## src/rtl/pipeline_perf_counters_pkg.sv

```systemverilog
// Shared constants for the pipeline performance counter block: overflow
// policy selectors and the readout-select encoding of the cycle-count entry.
package perf_pkg;

  localparam int PERF_WRAP = 0;
  localparam int PERF_SAT  = 1;

  // The cycle counter sits just above the last event channel in the bank.
  function automatic int cycleSel(input int numCh);
    return numCh;
  endfunction

endpackage

```

## src/rtl/pipeline_perf_counters_cell.sv

```systemverilog
// One live counter with a wrap/saturate overflow policy and a sticky
// overflow flag; Next exposes the post-edge value for snapshot capture.
module perf_counter_cell
  import perf_pkg::*;
#(
  parameter int CNT_W = 32,
  parameter int SAT   = PERF_WRAP
) (
  input  logic             Clock,
  input  logic             Reset,
  input  logic             Inc,
  input  logic             Clear,
  output logic [CNT_W-1:0] Count,
  output logic [CNT_W-1:0] Next,
  output logic             Ovf
);

  localparam logic [CNT_W-1:0] MAX_VAL = '1;

  logic atMax;

  assign atMax = (Count == MAX_VAL);

  // Next is the value this counter takes on the coming edge, ignoring Clear,
  // because a clearing edge never captures a snapshot anyway.
  always_comb begin
    Next = Count;
    if (Inc) begin
      if (!atMax)
        Next = Count + CNT_W'(1);
      else if (SAT == PERF_SAT)
        Next = MAX_VAL;
      else
        Next = '0;
    end
  end

  always_ff @(posedge Clock or negedge Reset) begin
    if (!Reset) begin
      Count <= '0;
      Ovf   <= 1'b0;
    end else if (Clear) begin
      Count <= '0;
      Ovf   <= 1'b0;
    end else begin
      Count <= Next;
      if (Inc && atMax)
        Ovf <= 1'b1;
    end
  end

endmodule

```

## src/rtl/pipeline_perf_counters.sv

```systemverilog
// Cycle and per-channel event counters with a periodic snapshot bank and a
// registered readout mux for the display/debug path.
module pipeline_perf_counters
  import perf_pkg::*;
#(
  parameter int              NUM_CH = 4,
  parameter int              CNT_W  = 32,
  parameter longint unsigned PERIOD = 1000,
  parameter int              SAT    = PERF_WRAP,
  localparam int             SEL_W  = $clog2(NUM_CH + 1)
) (
  input  logic              Clock,
  input  logic              Reset,
  input  logic              En,
  input  logic [NUM_CH-1:0] Event,
  input  logic              Clear,
  input  logic [SEL_W-1:0]  RdSel,
  output logic [CNT_W-1:0]  RdData,
  output logic              SnapValid,
  output logic [CNT_W-1:0]  CycleCnt,
  output logic [NUM_CH:0]   Overflow
);

  localparam logic [CNT_W-1:0] PERIOD_LAST = CNT_W'(PERIOD - 1);
  localparam logic [SEL_W-1:0] CYCLE_SEL   = SEL_W'(cycleSel(NUM_CH));

  logic [NUM_CH:0]            incVec;
  logic [NUM_CH:0]            ovfVec;
  logic [NUM_CH:0][CNT_W-1:0] countVec;
  logic [NUM_CH:0][CNT_W-1:0] nextVec;
  logic [CNT_W-1:0]           periodCnt;
  logic [CNT_W-1:0]           snapBank [NUM_CH+1];
  logic                       periodLast;
  logic                       snapCycle;

  // Entry NUM_CH is the cycle counter, which counts every enabled cycle.
  for (genvar i = 0; i <= NUM_CH; i++) begin : gCell
    if (i < NUM_CH) begin : gEvent
      assign incVec[i] = En & Event[i];
    end else begin : gCycle
      assign incVec[i] = En;
    end

    perf_counter_cell #(
      .CNT_W (CNT_W),
      .SAT   (SAT)
    ) uCell (
      .Clock (Clock),
      .Reset (Reset),
      .Inc   (incVec[i]),
      .Clear (Clear),
      .Count (countVec[i]),
      .Next  (nextVec[i]),
      .Ovf   (ovfVec[i])
    );
  end

  assign CycleCnt   = countVec[NUM_CH];
  assign Overflow   = ovfVec;
  assign periodLast = (periodCnt == PERIOD_LAST);
  assign snapCycle  = En & periodLast & ~Clear;

  always_ff @(posedge Clock or negedge Reset) begin
    if (!Reset)
      periodCnt <= '0;
    else if (Clear)
      periodCnt <= '0;
    else if (En)
      periodCnt <= periodLast ? '0 : periodCnt + CNT_W'(1);
  end

  // The bank captures post-increment values so a snapshot includes its own cycle.
  always_ff @(posedge Clock or negedge Reset) begin
    if (!Reset) begin
      for (int i = 0; i <= NUM_CH; i++)
        snapBank[i] <= '0;
      SnapValid <= 1'b0;
    end else begin
      if (snapCycle) begin
        for (int i = 0; i <= NUM_CH; i++)
          snapBank[i] <= nextVec[i];
      end
      SnapValid <= snapCycle;
    end
  end

  always_ff @(posedge Clock or negedge Reset) begin
    if (!Reset)
      RdData <= '0;
    else if (RdSel <= CYCLE_SEL)
      RdData <= snapBank[RdSel];
    else
      RdData <= '0;
  end

endmodule

```

## config.mk

```make
export PLATFORM = sky130hd
export DESIGN_NAME = pipeline_perf_counters
export DESIGN_NICKNAME = d
export VERILOG_FILES = /design/src/rtl/pipeline_perf_counters_pkg.sv /design/src/rtl/pipeline_perf_counters_cell.sv /design/src/rtl/pipeline_perf_counters.sv
export SDC_FILE = /design/constraint.sdc
export NUM_CORES = 1
export LEC_CHECK = 0
export ABC_AREA = 1
export CAP_MARGIN = 20
export CORE_AREA = 5 5 232 211
export CTS_BUF_LIST = sky130_fd_sc_hd__clkbuf_2
export CTS_CLUSTER_DIAMETER = 120
export DETAILED_ROUTE_END_ITERATION = 8
export DIE_AREA = 0 0 237 216
export GPL_TIMING_DRIVEN = 0
export PLACE_DENSITY = 0.68
export SLEW_MARGIN = 20
export SYNTH_ARGS = -nofsm -noshare
export SYNTH_HDL_FRONTEND = slang
export SYNTH_HIERARCHICAL = 1
export SYNTH_SLANG_ARGS = --single-unit
```

## constraint.sdc

```tcl
create_clock -name Clock -period 1.7 [get_ports Clock]
set_clock_uncertainty 0.05 [all_clocks]
set_input_delay 0.255 -clock Clock [delete_from_list [all_inputs] [get_ports Clock]]
set_output_delay 0.255 -clock Clock [all_outputs]
set_load 0.02 [all_outputs]
```

## After elaboration in Yosys (flattened, before gate mapping)

Cells that the tools add are included.

| cells by class | value |
|---|---|
| add/sub/neg operators | 6 |
| order comparisons | 2 |
| equal/unequal tests | 6 |
| muxes and demuxes | 32 |
| bitwise logic cells | 8 |
| reduce and logical (&&, ||, !) cells | 11 |

Operator list:

| operator | number |
|---|---|
| 2-to-1 mux 32 bit | 21 |
| adder 32 x 1 -> 32 bit, second input constant | 6 |
| == test 32 bit, second input constant | 5 |
| binary-select mux 32 bit (select 3 bit) | 1 |
| == test 32 x 10 -> 1 bit, second input constant | 1 |
| nonzero test 2 bit | 6 |
| 2-to-1 mux 1 bit | 10 |
| AND 1 bit | 6 |
| logical AND 1 bit | 5 |
| greater-or-equal comparator 4 bit, second input constant | 1 |
| NOT 3 -> 4 bit | 1 |
| less-or-equal comparator 3 bit, second input constant | 1 |
| NOT 1 bit | 1 |

| word-level totals | value |
|---|---|
| bits in registers | 390 |
| input port bits | 11 |
| output and inout bits | 70 |

## Longest topological paths before layout

| logic depth | value |
|---|---|
| depth in word-level cells | 5 |
| gate-level depth with buffers | 16 |

## Modules after synthesis

Netlist, hierarchy kept.

By module, submodules not included:

| module | times used | cells each | area each (um^2) | seq. area each (um^2) |
|---|---|---|---|---|
| perf_counter_cell | 5 | 350 | 2358.5 | 825.8 |
| pipeline_perf_counters | 1 | 1415 | 11020.6 | 5630.4 |

## Worst setup path before layout

OpenSTA, ideal clock, no wires.

| timing path | value |
|---|---|
| kind | input-to-reg |
| start | input En |
| end | register snapBank[41] (netlist bit) |
| data arrival time | 2173 ps |
| required time | 1533 ps |
| setup slack | -640 ps |
| cell stages on the path | 16 |
| cell sequence | clkbuf_1 > clkbuf_1 > buf_1 > nand2_1 > inv_1 > buf_6 > nand2_2 > nor2_4 > nand2_4 > nor2_8 > nand3_4 > buf_6 > nand2_1 > nor2_1 > nand4_1 > nand2_1 |

RTL lines:

| what | RTL line | RTL |
|---|---|---|
| from (decl) | pipeline_perf_counters.sv:14 | `input logic En,` |
| to (signal, indexed assignment) | pipeline_perf_counters.sv:81 | `snapBank[i] <= nextVec[i];` |
| to (decl) | pipeline_perf_counters.sv:32 | `logic [CNT_W-1:0] snapBank [NUM_CH+1];` |

## Worst setup path in the final report

| timing path | value |
|---|---|
| start | register periodCnt[13] |
| end | register snapBank[73] (netlist bit) |

| between the ends | value |
|---|---|
| word-level cells in the longest chain between the ends | 3 |

Ends and longest elaborated chain:

| what | RTL line | RTL |
|---|---|---|
| from (decl) | pipeline_perf_counters.sv:31 | `logic [CNT_W-1:0] periodCnt;` |
| from (signal assigned) | pipeline_perf_counters.sv:69 | `periodCnt <= periodLast ? '0 : periodCnt + CNT_W'(1);` |
| == test 32 x 10 -> 1 bit | pipeline_perf_counters.sv:60 | `assign periodLast = (periodCnt == PERIOD_LAST);` |
| AND 1 bit (2 in series) | pipeline_perf_counters.sv:61 | `assign snapCycle = En & periodLast & ~Clear;` |

No other way between the ends.
A chain may end at the register's enable or synchronous reset.

==> metrics.md <==
| Metric | Value |
|---|---|
| Post-Route WL | `82.0 mm` |
| Finished Layout Cells | `4,282` |
| Pin count of the biggest net entering global routing | `slightly below 90` |
| Worst hold slack | `-0.950 ns` |
| Minimum clock period | `between 2 and 2.5 ns` |
| CTS clk-pin slew, worst paths | `~0.13 ns` |
| CTS Root Cell | `clkbuf_2` |
| CTS tree | `done` |
| Max-cap violations | `0` |
| CP Launch Type | `flip-flop` |
| Post-Synthesis Mean Instance Area | `~7.2 µm²` |
| Net Count, Synth | `3,182` |
| Layout cells sized above 1 | `30.0%` |
| Placed Cells | `3,863` |
| Die Width | `between 200 and 250 µm` |
| Post-Synthesis Cell Area | `~23,000 µm²` |
| Synthesized instance count | `3,165` |
| Achievable frequency | `479 MHz` |
| Req. time, crit path | `about 2.7 ns` |
| Vias | `around 24,000` |
| #FFs+latches synth | `between 300 and 400` |
| Synth unique cells | `36` |
| Maximum fanout along the worst path | `6` |
| Worst Tran Pin Value | `between 0.9 and 1 ns` |
| Synth warn | `6` |
| Type of the worst setup path | `reg -> reg` |
| Fill cells | `3,895` |
| Status | `finished, violations left` |
| Setup violations, final | `290` |
| Total Nets Final | `between 3,000 and 4,000` |
| Worst VDD drop | `~0.45 mV` |
| Clock tree buffer depth | `3` |
| Final Max Tran Viols | `0` |
| First-pass GRT wire length | `123 mm` |
| Lkg Pwr | `~15 nW` |
| Sequential area share after synthesis | `a little over two fifths` |
| Final Hold Viols | `around 160` |
| Die Y | `approximately 220 µm` |
| RSZ-0062 raised after global routing | `yes` |
| Vias in the first global route | `approximately 22,000` |
| Gr usage total | `a little under a third` |
| Vias per inst | `between 5 and 6` |
| DR DRC count | `0` |
| Failing checks | `hold timing, setup timing` |
| Starting density of the core | `between 40% and 50%` |
| Initial antenna violation count | `4` |
| Area growth syn-to-layout | `33.6%` |
| Core Area | `46,300 µm²` |
| Port Buf Inserts | `77` |
| Num CTS Buffers | `a little over 100` |
| Hold Crit Class | `in -> async` |
| Rows | `75` |
| Clock latency on the worst-skew pair | `between 1 and 1.5 ns` |
| Drt initial violations | `2,175` |
| Routability-driven placement congestion ratio | `~1.0` |
| Crit end category | `flip-flop` |
| Setup TNS | `-72.44 ns` |
| Post-DR wirelength/cell | `roughly 19 µm` |
| Period utilization | `123%` |
| Slew HR | `just under 40%` |
| Power Dens Cells | `580 nW/µm²` |
| ANT nets after route | `0` |
| # IOs | `81` |
| Htree depth | `3` |
| Total die area | `51,200 µm²` |
| Clock sinks | `390` |
| Post-DP HPWL | `approximately 55 mm` |
| Final setup margin | `-0.386 ns` |
| DRT Pass-1 Iters | `7` |
| Pre-CTS WS | `-0.906 ns` |
| GRT overflow | `0` |
| Critical path arrival | `slightly above 3 ns` |
## worst max-delay path: stages (launching register included)
cell and delay [ns]:
dfrtp_1 0.42, nor2_1 0.12, nand2_2 0.10, nor2_1 0.12
nand2_2 0.08, nor2_4 0.18, buf_12 0.14, nand3_4 0.10
buf_12 0.18, buf_16 0.16, buf_16 0.15, nand2_4 0.06
nand2_2 0.05
## per-layer routing
metal | vias up | share of wire, % | GRT usage, %
met5 | - | 0 | 0
met4 | 0 | 4.1 | 11.2
met3 | 211 | 7.3 | 6.45
met2 | 955 | 47 | 48.0
met1 | 11379 | 42 | 41.2
li1 | 11069 | - | -
## cell usage after synthesis
cell type	count	area share, %
clkinv_1	2	0.033
nor2_8	5	0.44
nand2_2	20	0.55
nor3_1	46	1.0
nor2_1	522	8.6
nand2_4	5	0.25
dfrtp_1	390	43
nand4_1	188	5.2
nor2_4	26	1.3
nor2b_1	10	0.27
inv_2	8	0.13
and2b_1	5	0.16
xor2_2	10	0.71
buf_4	10	0.33
nand3_4	5	0.38
buf_6	21	1.0
nand3_2	51	2.2
or2_2	5	0.14
inv_1	339	5.6
xor2_1	18	0.69
ha_1	6	0.33
nand3_1	195	4.3
o22ai_1	32	0.88
buf_1	5	0.082
buf_2	10	0.22
a21oi_1	59	1.3
clkbuf_1	85	1.4
nand3b_1	16	0.53
o32ai_1	1	0.038
nand2_1	905	15
o21bai_1	33	1.1
xnor2_1	1	0.038
a21oi_2	5	0.19
nor2_2	30	0.82
and2_1	11	0.30
o21ai_0	85	1.9
## sequential cells by signal, indices dropped and copies added (netlist names)
name	cells
RdData	32
SnapValid	1
gCell.uCell/Count	160
gCell.uCell/Ovf	5
periodCnt	32
snapBank	160
## logic make-up (layout without fill, tap and decap cells)
| group | count (synthesis) | count (layout) | share of synthesized area [%] |
|---|---|---|---|
| compound gates | 215 | 215 | 5.35 |
| xor+xnor | 29 | 29 | 1.44 |
| fa+ha+maj | 6 | 6 | 0.329 |
| buf+inv | 480 | 975 | 8.81 |
| flops | 390 | 390 | 42.8 |
| other cells | 0 | 6 | 0 |
| simple gates | 2045 | 2045 | 41.3 |
## worst paths after layout
| path | startpoint | to | slack (ns) | cells after the start |
|---|---|---|---|---|
| worst min-delay path | Reset | SnapValid | -0.95 | 1 |
| worst min register to register | snapBank[41] | snapBank[41] | 0.43 | 2 |
| worst max register to register | periodCnt[13] | snapBank[73] | -0.39 | 12 |
| worst max-delay path | periodCnt[13] | snapBank[73] | -0.39 | 12 |
| max in group asynchronous | Reset | gCell[4].uCell/Count[2] | 0.74 | 4 |
| min in group Clock | Event[1] | gCell[1].uCell/Count[1] | 0.06 | 8 |
## cell usage in the layout (no fill, tap or decap), types with 11 or more instances in the layout
cell type,instances
buf_4,134
clkinv_1,26
nor3_1,43
xor2_2,13
nand3_1,172
inv_2,28
nand3b_1,16
buf_6,99
nand2_2,199
dfrtp_1,346
nor2_1,447
xor2_1,15
o22ai_1,32
o21bai_1,31
buf_16,30
nor2_2,57
nand3_2,51
clkbuf_2,149
nand3_4,28
inv_1,321
a21oi_1,58
and2_1,11
nand2_4,76
dlygate4sd3_1,15
buf_12,28
o21ai_0,78
nor2_4,74
dfrtp_2,44
nand2_1,655
buf_8,38
clkbuf_1,76
nand4_1,188
## power by group
part / internal, mW / switching (mW)
Sequential: 9.35 / 0.0664
Combinational: 0.415 / 1.01
Clock: 2.64 / 4.19
## final cells by class
cell class | count | area [µm²] | share of cell area, %
plain buffers | 130 | 1050 | 3.44
repair buffers | 314 | 3730 | 12.3
diodes | 6 | 15.0 | 0.0493
clock inverters | 34 | 194 | 0.636
multi-input cells | 2295 | 12900 | 42.2
flip-flops and latches | 390 | 9810 | 32.2
well taps | 616 | 771 | 2.53
clock buffers | 148 | 741 | 2.43
inverters | 349 | 1310 | 4.30
## timing repair
action / 4_1_cts / 5_1_grt
setup buffers: 110 / 82
hold buffers: 9 / 8
setup endpoints to repair: 333 / 369
cloned: 37 / 3
hold endpoints to repair: 535 / 207
gates resized for setup: 751 / 389
pin swaps: 175 / 125
## per-stage QoR
step / util, % / area [µm²] / total power [mW]
after global routing: 65.9 / 30500 / 18.5
after detailed placement: 53.3 / 24600 / 10.9
after floorplan: - / 23000 / 10.2
after CTS: 61.9 / 28600 / 17.7
final: 65.9 / 30500 / 17.7
after global placement: 53.0 / 24500 / 10.8
Power figures use the tool's default switching activity.
